$ cat src/rtl/word_calculator.sv
// word_calculator: multi-cycle unsigned ADD/SUB/MUL/DIV with a start/busy/done handshake.
// Optional feature: define REMAINDER_EN to add the DIV remainder output port.
module word_calculator #(
    parameter int WIDTH = 8,
    parameter int CNT_W = $clog2(WIDTH + 1)
) (
    input  logic               clk,
    input  logic               reset_n,
    input  logic               start,
    input  logic [1:0]         op,
    input  logic [WIDTH-1:0]   a,
    input  logic [WIDTH-1:0]   b,
    output logic               busy,
    output logic               done,
    output logic [2*WIDTH-1:0] result,
`ifdef REMAINDER_EN
    output logic [WIDTH-1:0]   remainder,
`endif
    output logic               div_by_zero
);

    localparam logic [1:0] OP_ADD = 2'b00;
    localparam logic [1:0] OP_SUB = 2'b01;
    localparam logic [1:0] OP_MUL = 2'b10;
    localparam logic [1:0] OP_DIV = 2'b11;

    typedef enum logic [1:0] {
        IDLE,
        ITER,
        FINISH
    } state_t;

    state_t             state;
    logic [CNT_W-1:0]   count;
    logic [1:0]         op_r;
    logic [WIDTH-1:0]   opa;
    logic [WIDTH-1:0]   opb;
    logic [2*WIDTH-1:0] acc;
    logic [WIDTH:0]     add_full;
    logic [WIDTH:0]     sub_full;

    // Shared accumulator: MUL keeps {partial_hi, multiplier_lo}, DIV keeps {remainder, quotient}.
    function automatic logic [2*WIDTH-1:0] mul_step(input logic [2*WIDTH-1:0] acc_in,
                                                    input logic [WIDTH-1:0]   mcand);
        logic [WIDTH:0] sum;
        sum = {1'b0, acc_in[2*WIDTH-1:WIDTH]} + (acc_in[0] ? {1'b0, mcand} : '0);
        return {sum, acc_in[WIDTH-1:1]};
    endfunction

    function automatic logic [2*WIDTH-1:0] div_step(input logic [2*WIDTH-1:0] acc_in,
                                                    input logic [WIDTH-1:0]   divisor);
        logic [WIDTH:0]   shifted;
        logic [WIDTH-1:0] diff;
        shifted = {acc_in[2*WIDTH-1:WIDTH], acc_in[WIDTH-1]};
        diff    = shifted[WIDTH-1:0] - divisor;
        if (shifted >= {1'b0, divisor})
            return {diff, acc_in[WIDTH-2:0], 1'b1};
        else
            return {shifted[WIDTH-1:0], acc_in[WIDTH-2:0], 1'b0};
    endfunction

    // The extra MSB of the difference is the borrow for unsigned a-b.
    assign add_full = {1'b0, opa} + {1'b0, opb};
    assign sub_full = {1'b0, opa} - {1'b0, opb};

    always_ff @(posedge clk or negedge reset_n) begin
        if (!reset_n) begin
            state       <= IDLE;
            count       <= '0;
            op_r        <= OP_ADD;
            opa         <= '0;
            opb         <= '0;
            acc         <= '0;
            busy        <= 1'b0;
            done        <= 1'b0;
            result      <= '0;
            div_by_zero <= 1'b0;
`ifdef REMAINDER_EN
            remainder   <= '0;
`endif
        end else begin
            done <= 1'b0;
            case (state)
                IDLE: begin
                    if (start) begin
                        op_r  <= op;
                        opa   <= a;
                        opb   <= b;
                        count <= '0;
                        busy  <= 1'b1;
                        if (op == OP_MUL) begin
                            acc   <= {{WIDTH{1'b0}}, b};
                            state <= ITER;
                        end else if (op == OP_DIV && b != '0) begin
                            acc   <= {{WIDTH{1'b0}}, a};
                            state <= ITER;
                        end else begin
                            state <= FINISH;
                        end
                    end
                end
                ITER: begin
                    acc   <= (op_r == OP_MUL) ? mul_step(acc, opa) : div_step(acc, opb);
                    count <= count + 1'b1;
                    if (count == CNT_W'(WIDTH - 1))
                        state <= FINISH;
                end
                FINISH: begin
                    done        <= 1'b1;
                    busy        <= 1'b0;
                    state       <= IDLE;
                    div_by_zero <= 1'b0;
                    case (op_r)
                        OP_ADD: result <= {{(WIDTH-1){1'b0}}, add_full};
                        OP_SUB: result <= {{(WIDTH-1){1'b0}}, sub_full};
                        OP_MUL: result <= acc;
                        default: begin
                            if (opb == '0) begin
                                result      <= {{WIDTH{1'b0}}, {WIDTH{1'b1}}};
                                div_by_zero <= 1'b1;
                            end else begin
                                result <= {{WIDTH{1'b0}}, acc[WIDTH-1:0]};
                            end
                        end
                    endcase
`ifdef REMAINDER_EN
                    if (op_r != OP_DIV)
                        remainder <= '0;
                    else if (opb == '0)
                        remainder <= opa;
                    else
                        remainder <= acc[2*WIDTH-1:WIDTH];
`endif
                end
                default: state <= IDLE;
            endcase
        end
    end

endmodule

$ cat config.mk
export PLATFORM = sky130hd
export DESIGN_NAME = word_calculator
export DESIGN_NICKNAME = d
export VERILOG_FILES = /design/src/rtl/word_calculator.sv
export SDC_FILE = /design/constraint.sdc
export NUM_CORES = 1
export LEC_CHECK = 0
export CAP_MARGIN = 10
export CORE_MARGIN = 5
export CORE_UTILIZATION = 45
export DETAILED_ROUTE_END_ITERATION = 12
export PLACE_DENSITY = 0.72
export SYNTH_ARGS = -nofsm -noshare
export SYNTH_HDL_FRONTEND = slang
export SYNTH_SLANG_ARGS = --single-unit
$ cat constraint.sdc
create_clock -name clk -period 5.95 [get_ports clk]
set_input_delay 1.19 -clock clk [delete_from_list [all_inputs] [get_ports clk]]
set_output_delay 1.19 -clock clk [all_outputs]
set_load 0.02 [all_outputs]
==> results of run 1 <==
## power breakdown
part / switching, mW / internal, mW
registers: 0.202 / 0.583
logic: 1.07 / 0.892
clock network: 0.163 / 0.226
## cells by family (layout without fill, tap and decap cells)
group                    count (synthesis)  in the layout  share of synthesized area [%]
AND/OR/NAND/NOR                        122            122                           14.8
adder cells (fa/ha/maj)                 29             29                           9.99
XOR/XNOR                                19             19                           4.31
multiplexers                            28             28                           7.78
AO/OA/AOI/OAI                          125            125                           21.1
buffers and inverters                   32             75                           3.70
flip-flops                              59             59                           38.3
## per-stage QoR
stage,cells,worst slack [ps],total power [mW],utilization (%)
after CTS,562,3010,3.12,54.7
final,562,2980,3.13,54.7
after detailed placement,546,2830,2.72,52.1
after global placement,546,2880,2.67,52.1
after floorplan,414,3540,2.24,-
after global routing,562,2700,3.39,54.7
## worst reg2reg max path: stages, from the launching register on
cell                       delay [ps]
sky130_fd_sc_hd__dfrtp_1          570
sky130_fd_sc_hd__nor2b_1          500
sky130_fd_sc_hd__mux2i_1          220
sky130_fd_sc_hd__fa_1             470
sky130_fd_sc_hd__a21o_1           190
sky130_fd_sc_hd__a211oi_1         240
sky130_fd_sc_hd__nor2_1           100
sky130_fd_sc_hd__o41ai_1          340
sky130_fd_sc_hd__xnor2_1          170
sky130_fd_sc_hd__o21ai_1           70
## cell usage after synthesis, types with 8 or more instances
library cell / n
sky130_fd_sc_hd__and2_1: 9
sky130_fd_sc_hd__clkbuf_1: 12
sky130_fd_sc_hd__a21oi_1: 28
sky130_fd_sc_hd__ha_1: 26
sky130_fd_sc_hd__o21ai_0: 32
sky130_fd_sc_hd__dfrtp_1: 59
sky130_fd_sc_hd__nand2b_1: 10
sky130_fd_sc_hd__xnor2_1: 15
sky130_fd_sc_hd__a22o_1: 8
sky130_fd_sc_hd__nand2_1: 37
sky130_fd_sc_hd__nor3_1: 8
sky130_fd_sc_hd__mux2i_1: 12
sky130_fd_sc_hd__mux2_2: 16
sky130_fd_sc_hd__inv_1: 16
sky130_fd_sc_hd__nor2_1: 39
## layout make-up
cell class	instances	area [sq um]	share of cell area (%)
Clock buffer	12	165	3.64
Tap cell	105	131	2.90
Sequential cell	59	1480	32.6
Inverter	17	63.8	1.41
Clock inverter	4	47.5	1.05
Multi-Input combinational cell	323	2240	49.5
Timing Repair Buffer	42	408	8.99
## worst paths after layout
kind,end,slack (ps)
min in group asynchronous,acc[10]$_DFFE_PN0P_,980
max reg2reg,result[8]$_DFFE_PN0P_,2980
min,count[3]$_DFFE_PN0P_,490
min reg2reg,count[3]$_DFFE_PN0P_,490
max in group asynchronous,result[0]$_DFFE_PN0P_,4460
max,result[8]$_DFFE_PN0P_,2980
## routing by layer
metal | vias up | wire length [um] | part of all wire, % | track usage (%)
met1 | 1596 | 4580 | 46 | 27.6
met3 | 17 | 601 | 6.0 | 4.19
li1 | 1579 | - | - | -
met5 | - | 0 | 0 | 0
met4 | 0 | 183 | 1.8 | 7.47
met2 | 119 | 4600 | 46 | 31.6
## sequential cells by signal, summed over array words and instances (netlist names)
signal       flops
acc             16
busy             1
count            4
div_by_zero      1
done             1
op_r             2
opa              8
opb              8
result          16
state            2
## cell usage in the layout, fill, tap and decap left out, types with 8 or more instances in the layout
cell type and count:
sky130_fd_sc_hd__nand2b_1 10, sky130_fd_sc_hd__dfrtp_1 59, sky130_fd_sc_hd__mux2_2 16, sky130_fd_sc_hd__xnor2_1 15, sky130_fd_sc_hd__mux2i_1 12, sky130_fd_sc_hd__nor2_1 39, sky130_fd_sc_hd__nor3_1 8, sky130_fd_sc_hd__clkbuf_8 12
sky130_fd_sc_hd__a22o_1 8, sky130_fd_sc_hd__clkdlybuf4s50_1 38, sky130_fd_sc_hd__ha_1 26, sky130_fd_sc_hd__and2_1 9, sky130_fd_sc_hd__a21oi_1 28, sky130_fd_sc_hd__nand2_1 37, sky130_fd_sc_hd__inv_1 16, sky130_fd_sc_hd__o21ai_0 32
==> results.md, run 1 <==
* WP depth at 9
* Area added between synthesis and finish at 17.6%
* Number of optimization iterations in the first detailed-route pass at 4
* Global placer's final weighted congestion at 0.920
* Number of input and output port buffers inserted at 39
* CP endpoint kind: flip-flop
* Starting density of the core at 46.5%
* Count of flip-flops with a built-in enable after synthesis at 0
* Post-cts repair resize count at 0
* Worst clock skew at 7.70 ps
* Unique cell type count in the Yosys netlist at 53
* DRC viols at 0
* Period minus WS final at 2970 ps
* Pins Over Slew Limit at 0
* Required time of the critical path at 6170 ps
* Die height at 103 um
* Summed instance area of the synthesized netlist at 3860 sq um
* Flop and latch count out of synthesis at 59
* Hold_buf cts at 0
* Number of antenna violations at the first check in global routing at 0
* WP data arrival at 3200 ps
* Number of global-route vias before repair at 3226
* Final routed wirelength across all metal layers at 9.96 mm
* Dpl hpwl at 7.47 mm
* Worst R2R Path Depth at 9
* Clock Tree Root: sky130_fd_sc_hd__clkbuf_8
* Post-Synthesis Mean Instance Area at 9.32 sq um
* Wire length of the first global-routing pass at 16.4 mm
* Slowest CP cell: sky130_fd_sc_hd__dfrtp_1
* Top FF cell, synth: sky130_fd_sc_hd__dfrtp_1
* Leading cell types by total area after synthesis: sky130_fd_sc_hd__dfrtp_1, sky130_fd_sc_hd__ha_1, sky130_fd_sc_hd__mux2_2
* Worst min path class: reg -> reg
* Maximum capacitance violations at 0
* Number of nets in the layout at 502
* TNS Setup at 0 ps
* Hold Crit Start: count[3]$_DFFE_PN0P_
* Synth top area share at 38.3%
* Fraction of final layout cells with drive strength greater than 1 at 10.3%
* Floorplan die width at 103 um
* Result of the run: finished clean
* Synth warn at 0
* Startpoint class of the critical path: flip-flop
* Global-route usage over all layers at 20.2%
* Top-level port count at 40
* Critical path buffers and inverters at 0
* Placement Cell Area at 4320 sq um
* Number of H-tree branching levels at 3
* Overflow left after global routing at 0
* Power density over the cells at 690 nW/um^2
* Setup repair after global routing missed its margin: false
* Tcrit/Tclk final at 50.0%
* Number of diodes at 0
* Share of async-settable or async-resettable flops after synthesis at 100%
* Area enclosed by the die boundary at 10500 sq um
* Slew Limit Headroom at 30.4%
* Crit path launch: op_r[1]$_DFFE_PN0P_
* Wire per inst at 17.7 um
* Final setup violating endpoints at 0
* Net Count, Synth at 464
* Final design instance area without fill at 4540 sq um
* Number of cells produced by synthesis at 414
* Antenna viol nets, final at 0
* Starting DRC count in detailed routing at 248
* Number of setup buffers added after CTS at 0
* Highest clock rate at 336 MHz
* VDD IR-drop max at 218 uV
* CP delay by family, top: compound AO/OA/AOI/OAI gates
* Fill count at 743
* Clock edge transition at the registers on the reported setup and hold paths at 70 ps
* Floorplan core area at 8300 sq um
* Worst slack on hold paths at 487 ps
* Total CTS buffers at 9
* Critical register-to-register path startpoint: op_r[1]$_DFFE_PN0P_
* Clock sink total at 59
* Via density at 5.89
* FP Rows at 33
* Hold Path Stages at 2
* Yosys top cell by area: sky130_fd_sc_hd__dfrtp_1
* CTS tree: yes
* Largest net degree at the start of global routing at 60
* Crit-path max cell delay at 570 ps
* Skew-Pair Late Insertion Delay at 340 ps
* Series of cell instances along the critical path: nor2b_1 > mux2i_1 > fa_1 > a21o_1 > a211oi_1 > nor2_1 > o41ai_1 > xnor2_1 > o21ai_1
* Leakage power at 1.98 nW
* Kind of critical path: reg -> reg
* Register area share after synthesis at 38.3%
* Via Count at 3311
* Worst Tran Pin Value at 1040 ps
* CTS Buffer Depth at 2
* Top fanout value on the critical path at 16
* Final Hold Fails at 0
(Power assumes the default switching activity.)
==> inputs of run 2 (changes only) <==
PLACE_DENSITY = 0.74   (was 0.72)
clock period = 2.7 ns   (was 5.95 ns; I/O delays follow)
==> run 2 against run 1 <==
Against the previous run: global-route usage rose by 1.4 points; non-clock buffer count increased by 12; critical path depth grew 2; first-iteration DRC count is 0.40% higher; critical path type unchanged; fmax rose by 19%; combinational power grew 140%; flip-flop and latch count stayed put; final cell count rose by 2.1%; worst hold slack worse by 310 ps; utilization up 1.6 points; largest power group unchanged; sequential power increased by 110%; register-to-register slack worse by 2800 ps.
==> results.md, run 2 (same netlist as run 1, synthesis figures left out) <==
* Top-level port count at 40 (unchanged)
* Via Count at 3423 (was 3311)
* Result of the run: finished clean (unchanged)
* Number of global-route vias before repair at 3390 (was 3226)
* Hold_buf cts at 0 (unchanged)
* Cell count after placement at 558 (was 546)
* DRC viols at 0 (unchanged)
* Area added between synthesis and finish at 21.1% (was 17.6%)
* Internal Pwr Total at 3.93 mW (was 1.70 mW)
* Number of nets in the layout at 514 (was 502)
* Final setup violating endpoints at 0 (unchanged)
* Floorplan core area at 8300 sq um (unchanged)
* Number of optimization iterations in the first detailed-route pass at 5 (was 4)
* Highest clock rate at 401 MHz (was 336 MHz)
* Final routed wirelength across all metal layers at 10.7 mm (was 9.96 mm)
* Fraction of final layout cells with drive strength greater than 1 at 12.8% (was 10.3%)
* Starting density of the core at 46.5% (unchanged)
* Post-layout total power at 7.27 mW (was 3.13 mW)
* Wire length of the first global-routing pass at 17.3 mm (was 16.4 mm)
* Sw Ratio at 46.0% (was 45.7%)
* VDD IR-drop max at 620 uV (was 218 uV)
* Worst Tran Pin Value at 806 ps (was 1040 ps)
* Wire per inst at 18.6 um (was 17.7 um)
* Skew-Pair Late Insertion Delay at 350 ps (was 340 ps)
* Slew Limit Headroom at 46.1% (was 30.4%)
* Proportion of power drawn by flip-flops and latches at 23.0% (was 25.0%)
* Number of H-tree branching levels at 3 (unchanged)
* Clock sink total at 59 (unchanged)
* Area enclosed by the die boundary at 10500 sq um (unchanged)
* Required time of the critical path at 2930 ps (was 6170 ps)
* FP Rows at 33 (unchanged)
* Count of non-filler cells in the finished layout at 574 (was 562)
* Combinational Power Share at 64.1% (was 62.5%)
* Global placer's final weighted congestion at 0.954 (was 0.920)
* Via density at 5.96 (was 5.89)
* Global-route usage over all layers at 21.5% (was 20.2%)
* Worst min path class: in -> async (was reg -> reg)
* WP data arrival at 2730 ps (was 3200 ps)
* Tcrit/Tclk final at 92.3% (was 50.0%)
* Overflow left after global routing at 0 (unchanged)
* Clock edge transition at the registers on the reported setup and hold paths at 80 ps (was 70 ps)
* CTS Buffer Depth at 2 (unchanged)
* Placement Cell Area at 4440 sq um (was 4320 sq um)
* Final Hold Fails at 0 (unchanged)
* Kind of critical path: reg -> reg (unchanged)
* Highest-count cells in the layout ignoring fill and taps: sky130_fd_sc_hd__dfrtp_1, sky130_fd_sc_hd__nor2_1, sky130_fd_sc_hd__clkdlybuf4s50_1 (unchanged)
* Worst clock skew at 9.06 ps (was 7.70 ps)
* Number of diodes at 0 (unchanged)
* Final Core Density at 56.3% (was 54.7%)
* Number of antenna violations at the first check in global routing at 0 (unchanged)
* Regs by FF count: acc: 16 flops, result: 16 flops (unchanged)
* Die height at 103 um (unchanged)
* Floorplan die width at 103 um (unchanged)
* Final design instance area without fill at 4670 sq um (was 4540 sq um)
* Final setup margin at 207 ps (was 2980 ps)
* Pins Over Slew Limit at 0 (unchanged)
* Clock Tree Root: sky130_fd_sc_hd__clkbuf_8 (unchanged)
* TNS Setup at 0 ps (unchanged)
* Number of input and output port buffers inserted at 39 (unchanged)
* Power density over the cells at 1560 nW/um^2 (was 690 nW/um^2)
* Commonest non-fill, non-tap cell in the layout: sky130_fd_sc_hd__dfrtp_1 (unchanged)
* Period minus WS final at 2490 ps (was 2970 ps)
* CP endpoint kind: flip-flop (unchanged)
* Dpl hpwl at 8.05 mm (was 7.47 mm)
* Maximum capacitance violations at 0 (unchanged)
* Antenna viol nets, final at 0 (unchanged)
* Worst slack on hold paths at 174 ps (was 487 ps)
* Top fanout value on the critical path at 4 (was 16)
* CTS tree: yes (unchanged)
* Proportion of power drawn by the clock network at 12.9% (was 12.4%)
* Switch Pwr at 3.35 mW (was 1.43 mW)
* Starting DRC count in detailed routing at 249 (was 248)
* Fill count at 724 (was 743)
* Startpoint class of the critical path: flip-flop (unchanged)
* Leakage power at 2.05 nW (was 1.98 nW)
* Largest net degree at the start of global routing at 38 (was 60)
* Pre-CTS setup slack at 201 ps (was 2830 ps)
* Total CTS buffers at 9 (unchanged)
## run 2: cell types whose count changed in the layout (fill, tap and decap cells not counted), sizes merged
| cell | previous run | this run |
|---|---|---|
| buf | 4 | 16 |
| inv | 16 | 17 |
| clkbuf | 12 | 9 |
| bufinv | 1 | 2 |
| clkinvlp | 1 | 2 |
## run 2: path summary, 6_finish.rpt
kind,slack (ps),start,end,cells past startpoint
worst max register to register,210,opb[1]$_DFFE_PN0P_,result[8]$_DFFE_PN0P_,11
worst min register to register,490,busy$_DFFE_PN0P_,busy$_DFFE_PN0P_,1
worst min-delay path,170,reset_n,acc[12]$_DFFE_PN0P_,1
min in group clk,490,busy$_DFFE_PN0P_,busy$_DFFE_PN0P_,1
max in group asynchronous,1920,reset_n,result[2]$_DFFE_PN0P_,2
worst max-delay path,210,opb[1]$_DFFE_PN0P_,result[8]$_DFFE_PN0P_,11
## run 2: final cells by class
cell class	instances	area [sq um]	share of cell area, %
clock inverters	7	101	2.17
multi-input cells	323	2250	48.2
well taps	105	131	2.81
flip-flops and latches	59	1480	31.6
repair buffers	54	523	11.2
clock buffers	9	124	2.65
inverters	17	63.8	1.37
## run 2: per-layer routing
metal  track usage (%)  vias up  share of wire [%]
li1                  -     1592                  -
met1              29.5     1687                 45
met2              34.8      122                 47
met3              3.18       22                5.8
met4              7.97        0                2.2
met5                 0        -                  0
## run 2: worst max-delay path, cell delays in order (launching register included)
cell	delay, ps
sky130_fd_sc_hd__dfrtp_1	400
sky130_fd_sc_hd__inv_1	140
sky130_fd_sc_hd__ha_1	250
sky130_fd_sc_hd__nor2_1	80
sky130_fd_sc_hd__xnor2_1	120
sky130_fd_sc_hd__ha_1	330
sky130_fd_sc_hd__a21o_1	210
sky130_fd_sc_hd__a211oi_1	230
sky130_fd_sc_hd__nor2_1	110
sky130_fd_sc_hd__o41ai_2	260
sky130_fd_sc_hd__xnor2_1	160
sky130_fd_sc_hd__o21ai_1	70
## run 2: power by group through the flow
stage               Sequential (mW)  Clock [mW]  Combinational [mW]
floorplan                      1.71           0                3.23
global placement               1.66           0                4.45
detailed placement             1.67           0                4.57
CTS                            1.66       0.945                4.60
global route                   1.72       0.980                5.15
finish                         1.67       0.937                4.67
## run 2: timing repair
item | 4_1_cts | 5_1_grt
setup buffers | 0 | 0
resized for setup | 0 | 1
endpoints found under the setup margin | 0 | 1
==> inputs of run 3 (changes only) <==
CORE_MARGIN = 3   (was 5)
==> run 3 against run 2 <==
Against the previous run: setup slack better by 13 ps; via count is 3.4% lower; cell area decreased by 0.56%; total power decreased by 1.4%; clock power is 0.6% lower; final cell count down 0.35%; global-route usage grew 0.50 points; non-clock buffer count is 2 lower; die area shrank 7.6%; first-iteration DRC count grew 0.80%; critical path type unchanged; critical endpoint unchanged; largest cell class unchanged.
==> results.md, run 3 (same netlist as run 1, synthesis figures left out) <==
* Startpoint class of the critical path: flip-flop (unchanged)
* Floorplan core area at 8260 sq um (was 8300 sq um)
* WP data arrival at 2710 ps (was 2730 ps)
* Highest clock rate at 403 MHz (was 401 MHz)
* Floorplan die width at 98.6 um (was 103 um)
* Largest net degree at the start of global routing at 60 (was 38)
* Clock Tree Root: sky130_fd_sc_hd__clkbuf_8 (unchanged)
* Number of input and output port buffers inserted at 39 (unchanged)
* CTS tree: yes (unchanged)
* Slew Limit Headroom at 43.4% (was 46.1%)
* Number of nets in the layout at 512 (was 514)
* Pre-CTS setup slack at 159 ps (was 201 ps)
* Number of H-tree branching levels at 3 (unchanged)
* Kind of critical path: reg -> reg (unchanged)
* Area enclosed by the die boundary at 9720 sq um (was 10500 sq um)
* Final Hold Fails at 0 (unchanged)
* Most utilized layer in the global route result: met2 (unchanged)
* Required time of the critical path at 2930 ps (about the same)
* Starting DRC count in detailed routing at 251 (was 249)
* Top fanout value on the critical path at 4 (unchanged)
* Fill count at 744 (was 724)
* Number of global-route vias before repair at 3349 (was 3390)
* Tcrit/Tclk final at 91.8% (was 92.3%)
* Cell count after placement at 556 (was 558)
* Highest-count cells in the layout ignoring fill and taps: sky130_fd_sc_hd__dfrtp_1, sky130_fd_sc_hd__nor2_1, sky130_fd_sc_hd__clkdlybuf4s50_1 (unchanged)
* Global placer's final weighted congestion at 1.07 (was 0.954)
* CP endpoint kind: flip-flop (unchanged)
* Number of diodes at 0 (unchanged)
* Count of non-filler cells in the finished layout at 572 (was 574)
* Pins Over Slew Limit at 0 (unchanged)
* CTS Buffer Depth at 2 (unchanged)
* Worst min path class: in -> async (unchanged)
* Final routed wirelength across all metal layers at 10.2 mm (was 10.7 mm)
* Met3 Use GR at 4.03% (was 3.18%)
* Number of setup buffers added after CTS at 0 (unchanged)
* Post-layout total power at 7.17 mW (was 7.27 mW)
* TNS Setup at 0 ps (unchanged)
* Final design instance area without fill at 4640 sq um (was 4670 sq um)
* Fraction of final layout cells with drive strength greater than 1 at 12.4% (was 12.8%)
* Setup repair after global routing missed its margin: false
* Global-route usage over all layers at 22.0% (was 21.5%)
* Area added between synthesis and finish at 20.4% (was 21.1%)
* Final setup margin at 220 ps (was 207 ps)
* Result of the run: finished clean (unchanged)
* Commonest non-fill, non-tap cell in the layout: sky130_fd_sc_hd__dfrtp_1 (unchanged)
* VDD IR-drop max at 511 uV (was 620 uV)
* Via density at 5.78 (was 5.96)
* Wire length of the first global-routing pass at 16.9 mm (was 17.3 mm)
* Period minus WS final at 2480 ps (was 2490 ps)
* Met2 usage at 34.5% (was 34.8%)
* Placement Cell Area at 4410 sq um (was 4440 sq um)
* Antenna viol nets, final at 0 (unchanged)
* Clock sink total at 59 (unchanged)
* Multi-input logic area at 2250 sq um (unchanged)
* Overflow left after global routing at 0 (unchanged)
* Die height at 98.6 um (was 103 um)
* Via Count at 3307 (was 3423)
* Hold_buf cts at 0 (unchanged)
* Top-level port count at 40 (unchanged)
* Worst Tran Pin Value at 847 ps (was 806 ps)
* Dpl hpwl at 7.80 mm (was 8.05 mm)
* Clock edge transition at the registers on the reported setup and hold paths at 70 ps (was 80 ps)
* Global-route met1 utilization at 31.0% (was 29.5%)
* Skew-Pair Late Insertion Delay at 340 ps (was 350 ps)
* Total CTS buffers at 9 (unchanged)
* DRC viols at 0 (unchanged)
* Leakage power at 2.04 nW (was 2.05 nW)
* FP Rows at 33 (unchanged)
* Wire per inst at 17.7 um (was 18.6 um)
* Number of antenna violations at the first check in global routing at 0 (unchanged)
* Power density over the cells at 1540 nW/um^2 (was 1560 nW/um^2)
* Regs by FF count: acc: 16 flops, result: 16 flops (unchanged)
* Worst slack on hold paths at 355 ps (was 174 ps)
* Final setup violating endpoints at 0 (unchanged)
* Number of optimization iterations in the first detailed-route pass at 4 (was 5)
* Final Core Density at 56.2% (was 56.3%)
* Worst clock skew at 9.94 ps (was 9.06 ps)
* Starting density of the core at 46.7% (was 46.5%)
* Maximum capacitance violations at 0 (unchanged)
* Area used by sequential logic in the layout at 1480 sq um (unchanged)
run 3: cell types whose count changed in the layout (fill, tap and decap cells not counted):
cell,before,now
sky130_fd_sc_hd__buf_4,13,12
sky130_fd_sc_hd__clkinv_4,2,1
sky130_fd_sc_hd__inv_6,1,0
sky130_fd_sc_hd__clkbuf_8,9,10
sky130_fd_sc_hd__buf_12,2,1
sky130_fd_sc_hd__clkinv_2,0,1
run 3: timing repair:
action,CTS,global route
gates resized for setup,0,1
endpoints found under the hold margin,0,0
setup endpoints to repair,0,1
run 3: path summary, 6_finish.rpt:
| kind | startpoint | end | slack, ps | cells past startpoint |
|---|---|---|---|---|
| worst max-delay path | opb[0]$_DFFE_PN0P_ | result[8]$_DFFE_PN0P_ | 220 | 10 |
| worst min-delay path | reset_n | result[5]$_DFFE_PN0P_ | 350 | 2 |
| worst max register to register | opb[0]$_DFFE_PN0P_ | result[8]$_DFFE_PN0P_ | 220 | 10 |
| worst min register to register | count[3]$_DFFE_PN0P_ | count[3]$_DFFE_PN0P_ | 490 | 2 |
| max in group asynchronous | reset_n | opa[6]$_DFFE_PN0P_ | 1860 | 2 |
| min in group clk | count[3]$_DFFE_PN0P_ | count[3]$_DFFE_PN0P_ | 490 | 2 |
run 3: where the power goes:
group,internal (mW),switching (mW)
registers,1.28,0.420
clock network,0.544,0.386
logic,2.09,2.45
run 3: routing by layer:
layer | vias up | share of wire (%)
met5 | - | 0
li1 | 1598 | -
met2 | 111 | 46
met1 | 1581 | 46
met3 | 17 | 5.9
met4 | 0 | 2.0
run 3: critical path: stages, from the launching register on:
cell                       delay, ps
sky130_fd_sc_hd__dfrtp_1         410
sky130_fd_sc_hd__inv_1            90
sky130_fd_sc_hd__ha_1            280
sky130_fd_sc_hd__mux2i_1         100
sky130_fd_sc_hd__fa_1            460
sky130_fd_sc_hd__a21o_1          190
sky130_fd_sc_hd__a211oi_1        250
sky130_fd_sc_hd__nor2_1          110
sky130_fd_sc_hd__o41ai_2         240
sky130_fd_sc_hd__xnor2_1         160
sky130_fd_sc_hd__o21ai_1          70
run 3: cell type report:
type / instances / share of cell area [%]
clock buffers: 10 / 2.96
clock inverters: 6 / 1.91
inverters: 17 / 1.37
multi-input cells: 323 / 48.5
flip-flops and latches: 59 / 31.8
well taps: 105 / 2.83
repair buffers: 52 / 10.7
